--- src/rtl/rr_first_valid.sv ---
// Combinational find-first-set over a valid vector, scanning upward from a
// rotating pointer with wrap at NumInp-1 -> 0.
module rr_first_valid #(
   parameter int unsigned NumInp = 4,
   localparam int unsigned IdxW = $clog2(NumInp)
) (
   input  logic [NumInp-1:0] valid_i,
   input  logic [IdxW-1:0]   ptr_i,
   output logic [IdxW-1:0]   idx_o,
   output logic              found_o
);

   logic [IdxW:0] pos;

   always_comb begin
      idx_o   = ptr_i;
      found_o = 1'b0;
      pos     = '0;
      for (int unsigned k = 0; k < NumInp; k++) begin
         // one extra bit so the sum cannot overflow before the wrap
         pos = {1'b0, ptr_i} + (IdxW+1)'(k);
         if (pos >= (IdxW+1)'(NumInp)) pos = pos - (IdxW+1)'(NumInp);
         if (!found_o && valid_i[pos[IdxW-1:0]]) begin
            found_o = 1'b1;
            idx_o   = pos[IdxW-1:0];
         end
      end
   end

endmodule

--- src/rtl/time_lock_rr_arb.sv ---
// Lockable round-robin arbiter in front of the time-redundancy start stage;
// keeps redundant copies adjacent and releases idle locks via a watchdog.
module time_lock_rr_arb #(
   parameter int unsigned NumInp      = 4,
   parameter type         DataType    = logic,
   parameter int unsigned LockTimeout = 4,
   localparam int unsigned IdxW = $clog2(NumInp)
) (
   input  logic                   clk_i,
   input  logic                   rst_i,
   input  logic                   enable_i,
   input  DataType [NumInp-1:0]   inp_data_i,
   input  logic    [NumInp-1:0]   inp_valid_i,
   output logic    [NumInp-1:0]   inp_ready_o,
   output DataType                oup_data_o,
   output logic                   oup_valid_o,
   input  logic                   oup_ready_i,
   output logic    [IdxW-1:0]     idx_o,
   input  logic                   lock_i,
   output logic                   timeout_o
);

   localparam int unsigned CntW = $clog2(LockTimeout+1);

   logic [IdxW-1:0] prio_q, prio_d;
   logic            lock_q, lock_d;
   logic [IdxW-1:0] lock_idx_q, lock_idx_d;
   logic            hold_q, hold_d;
   logic [IdxW-1:0] hold_idx_q, hold_idx_d;
   logic [CntW-1:0] cnt_q, cnt_d;

   logic [IdxW-1:0] rr_idx, winner, win_inc;
   logic            any_valid, hs, idle, fire;

   rr_first_valid #(.NumInp(NumInp)) i_first (
      .valid_i (inp_valid_i),
      .ptr_i   (prio_q),
      .idx_o   (rr_idx),
      .found_o (any_valid)
   );

   always_comb begin
      winner = lock_q ? lock_idx_q : (hold_q ? hold_idx_q : rr_idx);
      win_inc = (winner == IdxW'(NumInp-1)) ? '0 : winner + 1'b1;

      oup_valid_o = any_valid & inp_valid_i[winner];
      oup_data_o  = inp_data_i[winner];
      idx_o       = any_valid ? winner : prio_q;
      inp_ready_o = '0;
      if (any_valid) inp_ready_o[winner] = oup_ready_i;

      hs        = oup_valid_o & oup_ready_i;
      idle      = !inp_valid_i[lock_idx_q];
      fire      = enable_i & lock_q & idle & (cnt_q == CntW'(LockTimeout-1));
      timeout_o = fire;
   end

   // next-state for the whole control register set
   always_comb begin
      prio_d     = prio_q;
      lock_d     = lock_q;
      lock_idx_d = lock_idx_q;
      hold_d     = hold_q;
      hold_idx_d = hold_idx_q;
      cnt_d      = cnt_q;

      if (hs) prio_d = win_inc;

      if (!enable_i) begin
         lock_d = 1'b0;
         hold_d = 1'b0;
         cnt_d  = '0;
      end else begin
         // a stalled valid pins the grant until it handshakes
         if (hs) begin
            hold_d = 1'b0;
         end else if (oup_valid_o && !lock_q) begin
            hold_d     = 1'b1;
            hold_idx_d = winner;
         end

         if (!lock_q) begin
            if (hs && lock_i) begin
               lock_d     = 1'b1;
               lock_idx_d = winner;
               cnt_d      = '0;
            end
         end else if (fire || !lock_i) begin
            lock_d = 1'b0;
            cnt_d  = '0;
         end else begin
            cnt_d = idle ? cnt_q + 1'b1 : '0;
         end
      end
   end

   always_ff @(posedge clk_i or posedge rst_i) begin
      if (rst_i) begin
         prio_q     <= '0;
         lock_q     <= 1'b0;
         lock_idx_q <= '0;
         hold_q     <= 1'b0;
         hold_idx_q <= '0;
         cnt_q      <= '0;
      end else begin
         prio_q     <= prio_d;
         lock_q     <= lock_d;
         lock_idx_q <= lock_idx_d;
         hold_q     <= hold_d;
         hold_idx_q <= hold_idx_d;
         cnt_q      <= cnt_d;
      end
   end

endmodule

--- config.mk ---
export PLATFORM = sky130hd
export DESIGN_NAME = time_lock_rr_arb
export DESIGN_NICKNAME = d
export VERILOG_FILES = /design/src/rtl/rr_first_valid.sv /design/src/rtl/time_lock_rr_arb.sv
export SDC_FILE = /design/constraint.sdc
export NUM_CORES = 1
export LEC_CHECK = 0
export ABC_AREA = 0
export CORE_AREA = 2 2 60 62
export CTS_CLUSTER_DIAMETER = 30
export DETAILED_ROUTE_END_ITERATION = 10
export DIE_AREA = 0 0 62 64
export GPL_TIMING_DRIVEN = 1
export SLEW_MARGIN = 20
export SYNTH_ARGS = -nofsm -noshare
export SYNTH_HDL_FRONTEND = slang
export SYNTH_HIERARCHICAL = 1
export SYNTH_SLANG_ARGS = --single-unit
--- constraint.sdc ---
create_clock -name clk_i -period 7.7 [get_ports clk_i]
set_input_delay 2.31 -clock clk_i [delete_from_list [all_inputs] [get_ports clk_i]]
set_output_delay 2.31 -clock clk_i [all_outputs]
set_load 0.02 [all_outputs]
After elaboration in Yosys (flattened, before gate mapping)
Cells that the tools add are included. W data, S select, Z words.

Bits in registers: 11. Input port bits: 13. Output and inout bits: 9. Word-level logic and storage cells: 98.

Add/subtract/negate cells: 9. Magnitude comparators: 11. Equality and inequality tests: 4. Muxes and demuxes: 45. Bitwise logic cells: 8. Reduce and logical (&&, ||, !) cells: 15.

Operators with widths (count): $mux W2 (12); $mux W1 (19); $lt A2 B3 Y1 const B (6); $mux W3 (5); $bmux W1 S2 (7); $ge A3 B3 Y1 const B (3); $sub A2 B1 Y2 const B (4); $add A2 B2 Y3 const B (2); $logic_and A1 B1 Y1 (6); $logic_not A1 Y1 (6); $ne A3 B1 Y1 const B (2); $reduce_and A3 Y1 (2); $and A1 B1 Y1 (5); $and A4 B4 Y4 (1); $mux W4 (1); $add A2 B1 Y3 const B (1); $add A3 B1 Y3 const B (1); $eq A3 B2 Y1 const B (1); $ge A2 B3 Y1 const B (1); $add A2 B1 Y2 const B (1); $demux W1 S2 (1); $eq A2 B2 Y1 const B (1); $ge A2 B1 Y1 const B (1); $not A1 Y1 (2); $logic_or A1 B1 Y1 (1).

Longest topological paths before layout
Depth in word-level cells: 24. Gate-level depth with buffers: 10. Depth with buffers taken out: 10.

Cells and area by module
Netlist, hierarchy kept.

Modules (own cells, without submodules): time_lock_rr_arb (instances 1, cells each 86, area an instance 849.6 µm², seq. area each 275.3 µm²); rr_first_valid (instances 1, cells each 16, area an instance 96.3 µm², seq. area each 0.0 µm²).

Worst setup path before layout
Ideal clock, no wire load.

Path type: input to output. From: in inp_valid_i[2]. To: out oup_valid_o. Arrival time: 3895 ps. Required time: 5390 ps. Path slack: 1495 ps. Cell stages on the path: 7. Path buffers: 0. Cells stage by stage: or3_1 nand4b_1 nand2_1 mux2_4 mux2_4 o211ai_4 a21boi_0.

Cells in the longest elaborated chain, start to end: 17. Elaborated cells on any way between the ends: 27. Classes of those cells: mux: 20; bitwise: 1; reduce/logical: 6.

Ends and longest elaborated chain: start, declared (line time_lock_rr_arb.sv:13) `input logic [NumInp-1:0] inp_valid_i,`; $bmux W1 S2 (line rr_first_valid.sv:23) `if (!found_o && valid_i[pos[IdxW-1:0]]) begin`; $mux W1 (implied by the code) (line rr_first_valid.sv:23); $mux W1 (line rr_first_valid.sv:23); $logic_not A1 Y1 (line rr_first_valid.sv:23); $logic_and A1 B1 Y1 (line rr_first_valid.sv:23); $mux W1 (line rr_first_valid.sv:23); $logic_not A1 Y1 (line rr_first_valid.sv:23); $logic_and A1 B1 Y1 (line rr_first_valid.sv:23); $mux W1 (line rr_first_valid.sv:23); $logic_not A1 Y1 (line rr_first_valid.sv:23); $logic_and A1 B1 Y1 (line rr_first_valid.sv:23); $mux W2 * (line rr_first_valid.sv:23); named net rr_idx[1] (line time_lock_rr_arb.sv:32) `logic [IdxW-1:0] rr_idx, winner, win_inc;`; $mux W2 * (2 in a row) (line time_lock_rr_arb.sv:43) `winner = lock_q ? lock_idx_q : (hold_q ? hold_idx_q : rr_idx);`; $bmux W1 S2 * (line time_lock_rr_arb.sv:46) `oup_valid_o = any_valid & inp_valid_i[winner];`; $mux W1 (implied by the code) * (line time_lock_rr_arb.sv:46); $and A1 B1 Y1 * (line time_lock_rr_arb.sv:46); end, declared (line time_lock_rr_arb.sv:16) `output logic oup_valid_o,`.

Mark *: on every way through the listed nets, which the timed path passes. The rest lies on a longest branch. The select of a mux whose other input is x is not followed.

Final worst setup path
From: in inp_valid_i[2]. To: out inp_ready_o[3].

Cells in the longest elaborated chain, start to end: 20. Elaborated cells on any way between the ends: 31. Classes of those cells: order compare: 2; mux: 21; bitwise: 1; reduce/logical: 7.

Ends and longest elaborated chain: $bmux W1 S2 (line rr_first_valid.sv:23); $mux W1 (implied by the code) (line rr_first_valid.sv:23); $mux W1 (line rr_first_valid.sv:23); $logic_not A1 Y1 (line rr_first_valid.sv:23); $logic_and A1 B1 Y1 (line rr_first_valid.sv:23); $mux W1 (line rr_first_valid.sv:23); $logic_not A1 Y1 (line rr_first_valid.sv:23); $logic_and A1 B1 Y1 (line rr_first_valid.sv:23); [... 4 more ...]; named net rr_idx[1] (line time_lock_rr_arb.sv:32); $mux W2 * (2 in a row) (line time_lock_rr_arb.sv:43); named net winner[1] (line time_lock_rr_arb.sv:32); $lt A2 B3 Y1 (implied by the code) / $ge A2 B1 Y1 (equally long branches) (line time_lock_rr_arb.sv:50) `if (any_valid) inp_ready_o[winner] = oup_ready_i;`; $logic_and A1 B1 Y1 (implied by the code) (line time_lock_rr_arb.sv:50); $mux W1 (implied by the code) (line time_lock_rr_arb.sv:50); $demux W1 S2 * (line time_lock_rr_arb.sv:50); $and A4 B4 Y4 (no source line) *; $mux W4 * (line time_lock_rr_arb.sv:50); end, declared (line time_lock_rr_arb.sv:14) `output logic [NumInp-1:0] inp_ready_o,`.

Marked as above.

==> impl_results.md <==
- Status: completed
- Pwr Density: 357 mW/mm2
- Critical path depth in cells: 11
- Sequential share of the synthesized area: 0.291
- Critical path peak fanout: 7
- Unrepaired setup endpoints after global routing: no
- Sw frac: 0.447
- Combinational share of power: 0.674
- Layout cell share with drive strength beyond 1: 0.136
- Reg2reg start: prio_q[1]
- Worst setup path class: input port to output port
- Non-filler instance count after layout: between 150 and 200
- Design Power: 0.439 mW
- Mapped Area: around 950 um2
- Post-synth EDFFs: 0
- Core Region: 0.00328 mm2
- Post-Syn Instances: 102
- Largest net degree at the start of global routing: 14
- Synth area leaders: dfrtp_1 (29%), ha_1 (7.9%), mux2_4 (6.3%)
- Largest family of logic cells by synthesized area: compound AO/OA/AOI/OAI gates
- Global route overflow: 0
- Filler cells: 339
- Adder-cell share of the synthesized area: 0.0794
- Sw Pwr: 0.197 mW
- Int Pwr: 0.243 mW
- CTS tree: yes
- Clk_skew: 0.00190 ns
- Worst setup margin: between 0.3 and 0.4 ns
- Final Hold Vio Count: 0
- Wire length on met2: roughly 1200 um
- VDD IR max: 0.000145 V
- Std-Cell Rows: 21
- Cell mode on critical path: clkdlybuf4s50_1
- Final min period: approximately 7.4 ns
- Min-Delay Path Class: flop to flop
- Sequential power share: 0.237
- Syn. warnings: 6
- Worst Setup Start Kind: input port
- Rel. slew slack: 0.722
- Count leader, synth: nand2_1
- Crit path from: inp_valid_i[2]
- Die area: 0.00397 mm2
- Period utilisation layout: 0.961
- CP delay by family, top: buffers and inverters
- RD Place Congestion: 0.954
- Syn avg cell area: 9.27 um2
- Crit-path max cell delay: 0.53 ns
- Clock tree buffer depth: 2
- Post-Synth Simple-Gate Area: 0.193
- Hold path cells: 1
- Nets: 145
- Peak Freq: 0.135 GHz
- Final core utilization: 0.375
- Setup TNS Final: 0 ns
- GRT Util Overall: 0.123
- Register-to-register path setup slack: 5.22 ns
- Multi-input logic area: 631 um2
- Clock Power Share: 0.089
- Compound-Gate Fraction of Synth Area: 0.218
- CTS buffer count: 3
- Ports: 22
- Vias per cell: 4.98
- Data arrival, critical path: 5.09 ns
- Crit end category: output port
- Critical-path top delay cell: clkdlybuf4s50_1
- # resized after CTS: 0
- Die H: 64 um
- Area growth from synthesis to layout: 30.2%
- Setup bufs post-CTS: 0
- DRC: 0
- Wire length on met1: 1040 um
- CP bufs+invs: 3
- TritonRoute pass-1 iters: 4
- Slew @ Worst Pin: 0.417 ns
- Register bit count reported by yosys: 11
- Xor/xnor share of the synthesized area: 0
- H-tree Lvls: 1
- Antenna diode count: 0
- First-pass GRT wire length: 3680 um
- Clk Latency, worst-skew pair: 0.27 ns
- Hold_sp: cnt_q[0]
- CP Cell Sequence: clkdlybuf4s50_1 -> or3_1 -> nand4b_1 -> nand2_1 -> mux2_4 -> nand2b_1 -> o21ai_1 -> inv_2 -> ha_1 -> and3_1 -> clkdlybuf4s50_1
- MaxCap Viol Count: 0
- Clk slew on worst S/H paths: 0.07 ns
- Top sig layer: met4
- Clock Tree Root: clkbuf_4
- Multiplexer area fraction after synthesis: 0.176
- Library cells used by synthesis: 35
- Vias in the first global route: slightly above 800
- DR vias: 851
- Placed insts: roughly 170
- Finish-stage setup viols: 0
- Wire per inst: 13.3 um
- Die X: 62 um
- Placement Setup Slack: 0.347 ns
- DPL Wire Length: 1810 um
- Syn Nets: approximately 120
- Antenna Nets Post-Route: 0
- Register Area: between 200 and 300 um2
- Top cell type by total area after synthesis: dfrtp_1
- Drt total wl: about 2300 um
- Hold_buf cts: 0
- Worst r2r path cells: 8
- Metal3 WL: roughly 67 um
- Synth top area share: 0.291
- I/O Buffers: 21
- Most frequent cells after synthesis: nand2_1 (14), dfrtp_1 (11), o21ai_0 (8)
- Leak: 0.543 nW
- Asr flop ratio synth: 1.00
- DRT iter0 DRCs: 20
- Worst Path Required: 5.39 ns
- Starting Density: 0.288
- Synth Flop Type: dfrtp_1
- Initial antenna violation count: 0
- CTS Sinks: 11
- Max Slew Vio Count: 0
[power by group through the flow]
stage,clock [mW],sequential [mW],combinational (mW)
2_1_floorplan,0,0.0934,0.210
3_3_place_gp,0,0.103,0.296
3_5_place_dp,0,0.105,0.297
4_1_cts,0.0410,0.103,0.299
5_1_grt,0.0438,0.107,0.322
6_report,0.0392,0.104,0.296
[state kept, by name, indices dropped and copies added (netlist names)]
| register | cells |
|---|---|
| lock_q | 1 |
| hold_idx_q | 2 |
| hold_q | 1 |
| cnt_q | 3 |
| lock_idx_q | 2 |
| prio_q | 2 |
[layout by cell type (no fill, tap or decap), drive strengths merged, types with 4 or more instances in the layout]
| cell type | instances |
|---|---|
| and3 | 5 |
| clkbuf | 4 |
| clkdlybuf4s50 | 21 |
| dfrtp | 11 |
| ha | 6 |
| inv | 7 |
| mux2 | 7 |
| mux2i | 5 |
| nand2 | 14 |
| nor2 | 4 |
| o21ai | 9 |
[path summary, 6_finish.rpt]
path / endpoint
worst max-delay path: inp_ready_o[3]
worst min-delay path: cnt_q[0]
worst max register to register: prio_q[0]
worst min register to register: cnt_q[0]
max in group asynchronous: prio_q[1]
min in group asynchronous: lock_idx_q[1]
[stage by stage]
| step | area (um2) | hold WS [ns] |
|---|---|---|
| floorplan | 946 | 0.451 |
| global placement | 1200 | 0.469 |
| detailed placement | 1200 | 0.476 |
| CTS | 1230 | 0.486 |
| global route | 1230 | 0.505 |
| finish | 1230 | 0.486 |
[metal layers]
metal	track usage	vias to the layer above
met1	0.157	418
met3	0.0223	4
li1	-	419
met5	0	-
met4	0.0532	0
met2	0.198	10
[cells by family (layout without fill, tap and decap cells)]
kind of cell,count (synthesis),count (layout)
adder cells (fa/ha/maj),6,6
AND/OR/NAND/NOR,36,36
AO/OA/AOI/OAI,26,26
flip-flops,11,11
buffers and inverters,10,33
multiplexers,13,13
[cell type report]
| class | instances | share of cell area |
|---|---|---|
| Tap cell | 46 | 0.0467 |
| Multi-Input combinational cell | 81 | 0.512 |
| Timing Repair Buffer | 21 | 0.171 |
| Inverter | 8 | 0.0254 |
| Sequential cell | 11 | 0.224 |
| Clock buffer | 4 | 0.0213 |
Power figures use the tool's default switching activity.
